### src/rtl/rv_pkg.sv
// Shared RISC-V core constants: load funct3 encodings and write-back source slots.
package rv_pkg;

    // Load size/sign encodings carried in funct3
    localparam logic [2:0] F3_LB  = 3'b000;
    localparam logic [2:0] F3_LH  = 3'b001;
    localparam logic [2:0] F3_LW  = 3'b010;
    localparam logic [2:0] F3_LD  = 3'b011;
    localparam logic [2:0] F3_LBU = 3'b100;
    localparam logic [2:0] F3_LHU = 3'b101;
    localparam logic [2:0] F3_LWU = 3'b110;

    // Write-back result source slots
    localparam int unsigned WB_SRC_ALU = 0;
    localparam int unsigned WB_SRC_MEM = 1;
    localparam int unsigned WB_SRC_PC4 = 2;
    localparam int unsigned WB_SRC_IMM = 3;

endpackage

### src/rtl/wb_stage_load_fmt.sv
// Combinational load-data aligner and sign/zero extender.
module load_fmt
    import rv_pkg::*;
#(
    parameter int unsigned XLEN = 32,
    parameter int unsigned LSBW = $clog2(XLEN/8)
) (
    input  logic [XLEN-1:0] i_word,
    input  logic [2:0]      i_funct3,
    input  logic [LSBW-1:0] i_addr_lsb,
    output logic [XLEN-1:0] o_data
);

    // Sub-access offsets: drop the address bits below the access size
    logic [LSBW-1:0] w_lsb_h;
    logic [LSBW-1:0] w_lsb_w;
    logic [7:0]      w_byte;
    logic [15:0]     w_half;
    logic [31:0]     w_word;

    assign w_lsb_h = i_addr_lsb & ~LSBW'(1);
    assign w_lsb_w = i_addr_lsb & ~LSBW'(3);
    assign w_byte  = 8'(i_word >> {i_addr_lsb, 3'b000});
    assign w_half  = 16'(i_word >> {w_lsb_h, 3'b000});
    assign w_word  = 32'(i_word >> {w_lsb_w, 3'b000});

    // Select and extend according to funct3; unknown encodings pass the raw word
    always_comb begin
        o_data = i_word;
        case (i_funct3)
            F3_LB:  o_data = XLEN'($signed(w_byte));
            F3_LBU: o_data = XLEN'(w_byte);
            F3_LH:  o_data = XLEN'($signed(w_half));
            F3_LHU: o_data = XLEN'(w_half);
            F3_LW:  o_data = XLEN'($signed(w_word));
            F3_LWU: o_data = (XLEN == 64) ? XLEN'(w_word) : i_word;
            F3_LD:  o_data = i_word;
            default: o_data = i_word;
        endcase
    end

endmodule

### src/rtl/wb_stage.sv
// Write-back stage: W register, result select, register-file write enable,
// retired-instruction counter and sticky illegal-select flag.
module wb_stage
    import rv_pkg::*;
#(
    parameter int unsigned XLEN = 32,
    parameter int unsigned NSRC = 4,
    parameter int unsigned SELW = $clog2(NSRC),
    parameter int unsigned CNTW = 64,
    parameter int unsigned LSBW = $clog2(XLEN/8)
) (
    input  logic               clk,
    input  logic               rst_n,
    input  logic               valid_M,
    input  logic               reg_write_M,
    input  logic [4:0]         rd_M,
    input  logic [SELW-1:0]    result_src_M,
    input  logic [2:0]         funct3_M,
    input  logic [LSBW-1:0]    addr_lsb_M,
    input  logic [NSRC*XLEN-1:0] src_data_M,
    input  logic               stall_W,
    input  logic               flush_W,
    output logic               valid_W,
    output logic [4:0]         rd_W,
    output logic               we_W,
    output logic [XLEN-1:0]    result_W,
    output logic [CNTW-1:0]    instret,
    output logic               sel_err
);

    logic                 r_valid;
    logic                 r_reg_write;
    logic [4:0]           r_rd;
    logic [SELW-1:0]      r_src;
    logic [2:0]           r_f3;
    logic [LSBW-1:0]      r_lsb;
    logic [NSRC*XLEN-1:0] r_data;
    logic [CNTW-1:0]      r_instret;
    logic                 r_sel_err;

    logic                 w_retire;
    logic                 w_sel_bad;
    logic [XLEN-1:0]      w_load;
    logic [XLEN-1:0]      w_result;

    // A flush overwrites W even under stall, so the resident instruction
    // leaves W on that edge and must retire then rather than be lost.
    assign w_retire  = r_valid & (~stall_W | flush_W);
    assign w_sel_bad = ({1'b0, r_src} >= (SELW+1)'(NSRC));

    // W register: flush inserts a zeroed bubble, stall holds, else capture M
    always_ff @(posedge clk or negedge rst_n) begin
        if (!rst_n) begin
            r_valid     <= 1'b0;
            r_reg_write <= 1'b0;
            r_rd        <= '0;
            r_src       <= '0;
            r_f3        <= '0;
            r_lsb       <= '0;
            r_data      <= '0;
        end else if (flush_W) begin
            r_valid     <= 1'b0;
            r_reg_write <= 1'b0;
            r_rd        <= '0;
            r_src       <= '0;
            r_f3        <= '0;
            r_lsb       <= '0;
            r_data      <= '0;
        end else if (!stall_W) begin
            r_valid     <= valid_M;
            r_reg_write <= reg_write_M;
            r_rd        <= rd_M;
            r_src       <= result_src_M;
            r_f3        <= funct3_M;
            r_lsb       <= addr_lsb_M;
            r_data      <= src_data_M;
        end
    end

    // Retire counter and sticky out-of-range select flag
    always_ff @(posedge clk or negedge rst_n) begin
        if (!rst_n) begin
            r_instret <= '0;
            r_sel_err <= 1'b0;
        end else if (w_retire) begin
            r_instret <= r_instret + CNTW'(1);
            if (w_sel_bad) begin
                r_sel_err <= 1'b1;
            end
        end
    end

    load_fmt #(
        .XLEN (XLEN),
        .LSBW (LSBW)
    ) u_load_fmt (
        .i_word     (r_data[WB_SRC_MEM*XLEN +: XLEN]),
        .i_funct3   (r_f3),
        .i_addr_lsb (r_lsb),
        .o_data     (w_load)
    );

    // Result mux: the memory slot goes through the load formatter, bad selects yield 0
    always_comb begin
        w_result = '0;
        for (int unsigned k = 0; k < NSRC; k++) begin
            if (r_src == SELW'(k)) begin
                w_result = (k == WB_SRC_MEM) ? w_load : r_data[k*XLEN +: XLEN];
            end
        end
    end

    assign valid_W  = r_valid;
    assign rd_W     = r_rd;
    assign we_W     = w_retire & r_reg_write & (r_rd != 5'd0);
    assign result_W = w_result;
    assign instret  = r_instret;
    assign sel_err  = r_sel_err;

endmodule

### config.mk
export PLATFORM = sky130hd
export DESIGN_NAME = wb_stage
export DESIGN_NICKNAME = d
export VERILOG_FILES = /design/src/rtl/rv_pkg.sv /design/src/rtl/wb_stage_load_fmt.sv /design/src/rtl/wb_stage.sv
export SDC_FILE = /design/constraint.sdc
export NUM_CORES = 1
export LEC_CHECK = 0
export BUFFER_PORTS_ARGS = -buffer_cell sky130_fd_sc_hd__buf_4
export CELL_PAD_IN_SITES_DETAIL_PLACEMENT = 1
export CELL_PAD_IN_SITES_GLOBAL_PLACEMENT = 2
export CORE_MARGIN = 4
export CORE_UTILIZATION = 34
export DETAILED_ROUTE_END_ITERATION = 6
export PLACE_DENSITY = 0.86
export SYNTH_ARGS = -nofsm -noshare
export SYNTH_HDL_FRONTEND = slang
export SYNTH_SLANG_ARGS = --single-unit
### constraint.sdc
create_clock -name clk -period 2.91 [get_ports clk]
set_input_delay 0.582 -clock clk [delete_from_list [all_inputs] [get_ports clk]]
set_output_delay 0.582 -clock clk [all_outputs]
set_load 0.005 [all_outputs]
==> qor.txt <==
outcome -> finished clean
post-DR wirelength/cell -> 20.67 um
Synth Area in Compound Gates -> 0.06187
Worst VDD drop -> 0.3317 mV
Tcrit/Tclk final -> 0.9960
root buf cell -> clkbuf_16
register area share after synthesis -> 0.5078
MaxCap Viol Count -> 0
H-tree depth -> 1
die span in x -> 180.8 um
top cells by area, synth -> dfrtp_1 51%, mux2i_1 15%, nor2_1 6.7%, mux2_2 3.8%, xnor2_1 2.8%
antenna-violating nets left -> 0
initial drt markers -> 314
cell taking the most area after synthesis -> dfrtp_1
main combinational cell family by area after synthesis -> multiplexers
Top FF cell, synth -> dfrtp_1
Syn. warnings -> 0
vias in the first global route -> 8,611
GR Util All Layers -> 0.1927
Non-Filler Instances -> 1,598
Fin. Hold Viols -> 0
# diodes -> 0
CP Capture Type -> output pin
Core Box Area -> 0.02956 mm^2
skew final -> 4.518 ps
crit-path max FO -> 16
FF-to-FF setup slack -> 530 ps
initial antenna violation count -> 3
post-detail-place hpwl -> 22,850 um
area share of fa/ha/maj cells after synthesis -> 0.001232
first-pass GRT wire length -> 50,770 um
clk sinks -> 206
Synth top area share -> 0.5078
# rows -> 63
Final Setup Violations -> 0
CP Data Required Time -> 2330 ps
DIE AREA -> 0.03269 mm^2
Hold Buf Count CTS -> 0
grt total ovfl -> 0
total wire length -> 33,040 um
Achievable Freq -> 0.3450 GHz
Max-slew headroom -> 0.2719
routed vias -> 8,260
final instance area -> 0.01347 mm^2
Mapped Avg Cell Area -> 10.61 um^2
vias per inst -> 5.169
io pins -> 250
final slew viol count -> 0
RSZ-0062 raised after global routing -> yes
post-synthesis xor/xnor area fraction -> 0.05435
Port Buffers -> 248
Leak Pwr -> 0.006671 uW
Worst-Skew Late Latency -> 510 ps
Final Util -> 0.4556
clock transition at the registers of the reported paths -> 60 ps
Hold Crit Class -> primary input to asynchronous set/reset pin
EDFF count, synth -> 0
1st-pass router iterations -> 4
residual DRC count -> 0
Area Growth Syn to Fin -> 32.65%
GPL Wtd Cong -> 0.8184
Post-DP Area -> 0.01246 mm^2
critical path type -> flip-flop to output pin
largest net degree at the start of global routing -> 143
Mapped Nets -> 1,104
Cell Pwr Density -> 524.8 mW/mm^2
TritonCTS clock tree -> yes
Async SR Flop Fraction -> 1.000
Initial Utilization -> 0.3434
Chip Height -> 180.8 um
arrival time worst endpoint -> 2320 ps
synthesized instance count -> 957
#FFs+latches synth -> 206
Startpoint Class -> flip-flop
Final Net Count -> 1,339
multiplexer area fraction after synthesis -> 0.1856
Netlist Area Pre-Place -> 0.01015 mm^2
share of cells above drive strength 1 -> 0.3162
placed insts -> 1,551
WHS -> 22.30 ps
clock buffer depth -> 3
Inserted Clock Buffers -> 25
Simple-Gate Fraction of Synth Area -> 0.1523
Worst-Margin Slew -> 1092 ps
crit path time final -> 2898 ps
count of cell types in the netlist -> 45
worst paths after layout:
kind,startpoint,end,cells after the start
worst max-delay path,r_lsb[1],result_W[7],7
worst min-delay path,rst_n,r_data[116],1
worst max register to register,instret[18],instret[57],5
worst min register to register,instret[63],instret[63],1
max in group asynchronous,rst_n,instret[33],2
min in group clk,src_data_M[70],r_data[70],3
per-layer routing:
metal  vias to the layer above  global-route usage  part of all wire
met2                       223              0.3223              0.48
met5                         -                   0            0.0014
met1                      4196              0.2518              0.42
met4                         6             0.03176             0.019
li1                       3796                   -                 -
met3                        39             0.05899             0.075
registers in the layout, indices dropped and copies added (netlist names):
name / count
instret: 64
r_data: 128
r_f3: 3
r_lsb: 2
r_reg_write: 1
r_src: 2
rd_W: 5
valid_W: 1
report_power, final:
group	leakage [uW]	internal [uW]	switching (uW)
Clock	0.000359	1680	1200
Sequential	0.00272	3010	143
Combinational	0.00359	524	509
Total	0.00667	5220	1850
timing repair:
action                                  in CTS  in global routing
pin swaps                                    1                  9
endpoints found under the setup margin      30                 28
setup buffers                                0                  3
gates cloned                                 0                  1
gates resized for setup                     16                 27
placed cells by master (no fill, tap or decap), drive strengths merged, types with 7 or more instances in the layout:
master,Yosys,layout
mux2,34,34
clkbuf,43,43
a22oi,7,7
a31oi,7,7
and4,7,7
dfrtp,206,206
and3,9,9
xnor2,33,33
nor2,180,180
nand3,19,19
buf,21,270
a21oi,25,25
nor3,20,20
o31ai,17,17
a221oi,9,9
mux2i,150,150
nand2,48,48
o221ai,7,7
nand4,18,18
xor2,30,30
nor4,13,13
a221o,8,8
inv,27,27
logic make-up (layout without fill, tap and decap cells):
| kind of cell | after synthesis | in the layout |
|---|---|---|
| adders and majority gates | 1 | 1 |
| muxes | 184 | 184 |
| xor gates and xnor gates | 63 | 63 |
| and+or+nand+nor | 324 | 324 |
| buffers and inverters | 91 | 342 |
| AOI/OAI and AO/OA | 87 | 87 |
| DFF | 206 | 206 |
| other | 1 | 1 |
cells in the mapped netlist (2+ instances only):
cell type and instances:
clkbuf_1 43, a221oi_1 9, a22oi_1 7, nor4_1 8, buf_2 2, a2bb2oi_1 2
a221o_1 8, buf_1 15, nor3_2 5, nor2_1 180, nand4_1 17, xnor2_1 33
nand3_1 19, a21oi_1 25, inv_1 27, buf_6 3, nand2b_4 2, nor3_1 14
mux2i_1 150, mux2_2 34, dfrtp_1 206, and4_1 7, and3_1 9, nor4_2 3
o31ai_1 17, nand2b_1 4, o221ai_1 7, xor2_1 30, nor4_4 2, nand2_1 48
a31oi_1 7
layout make-up:
cell class                      instances  area, um^2
Timing Repair Buffer                  272        2162
Sequential cell                       206        5160
Fill cell                            3283       16090
Tap cell                              390       488.0
Clock inverter                          2       10.01
Clock buffer                           41       725.7
Inverter                               27       101.3
Multi-Input combinational cell        660        4820
metrics by stage:
| stage | power [uW] | setup slack (ps) | TNS (ps) |
|---|---|---|---|
| after floorplan | 3631 | 572.5 | 0 |
| after global placement | 4164 | 403.8 | 0 |
| after detailed placement | 4188 | 369.0 | 0 |
| after CTS | 7118 | -38.32 | -167.8 |
| after global routing | 7380 | -80.64 | -654.4 |
| final | 7068 | 11.61 | 0 |
critical path: stages, from the launching register on:
cell	delay, ps
dfrtp_2	430
buf_6	210
inv_1	90
o2bb2ai_1	130
a221oi_1	330
o311a_1	330
o31ai_1	110
buf_4	150
(Power assumes the default switching activity.)
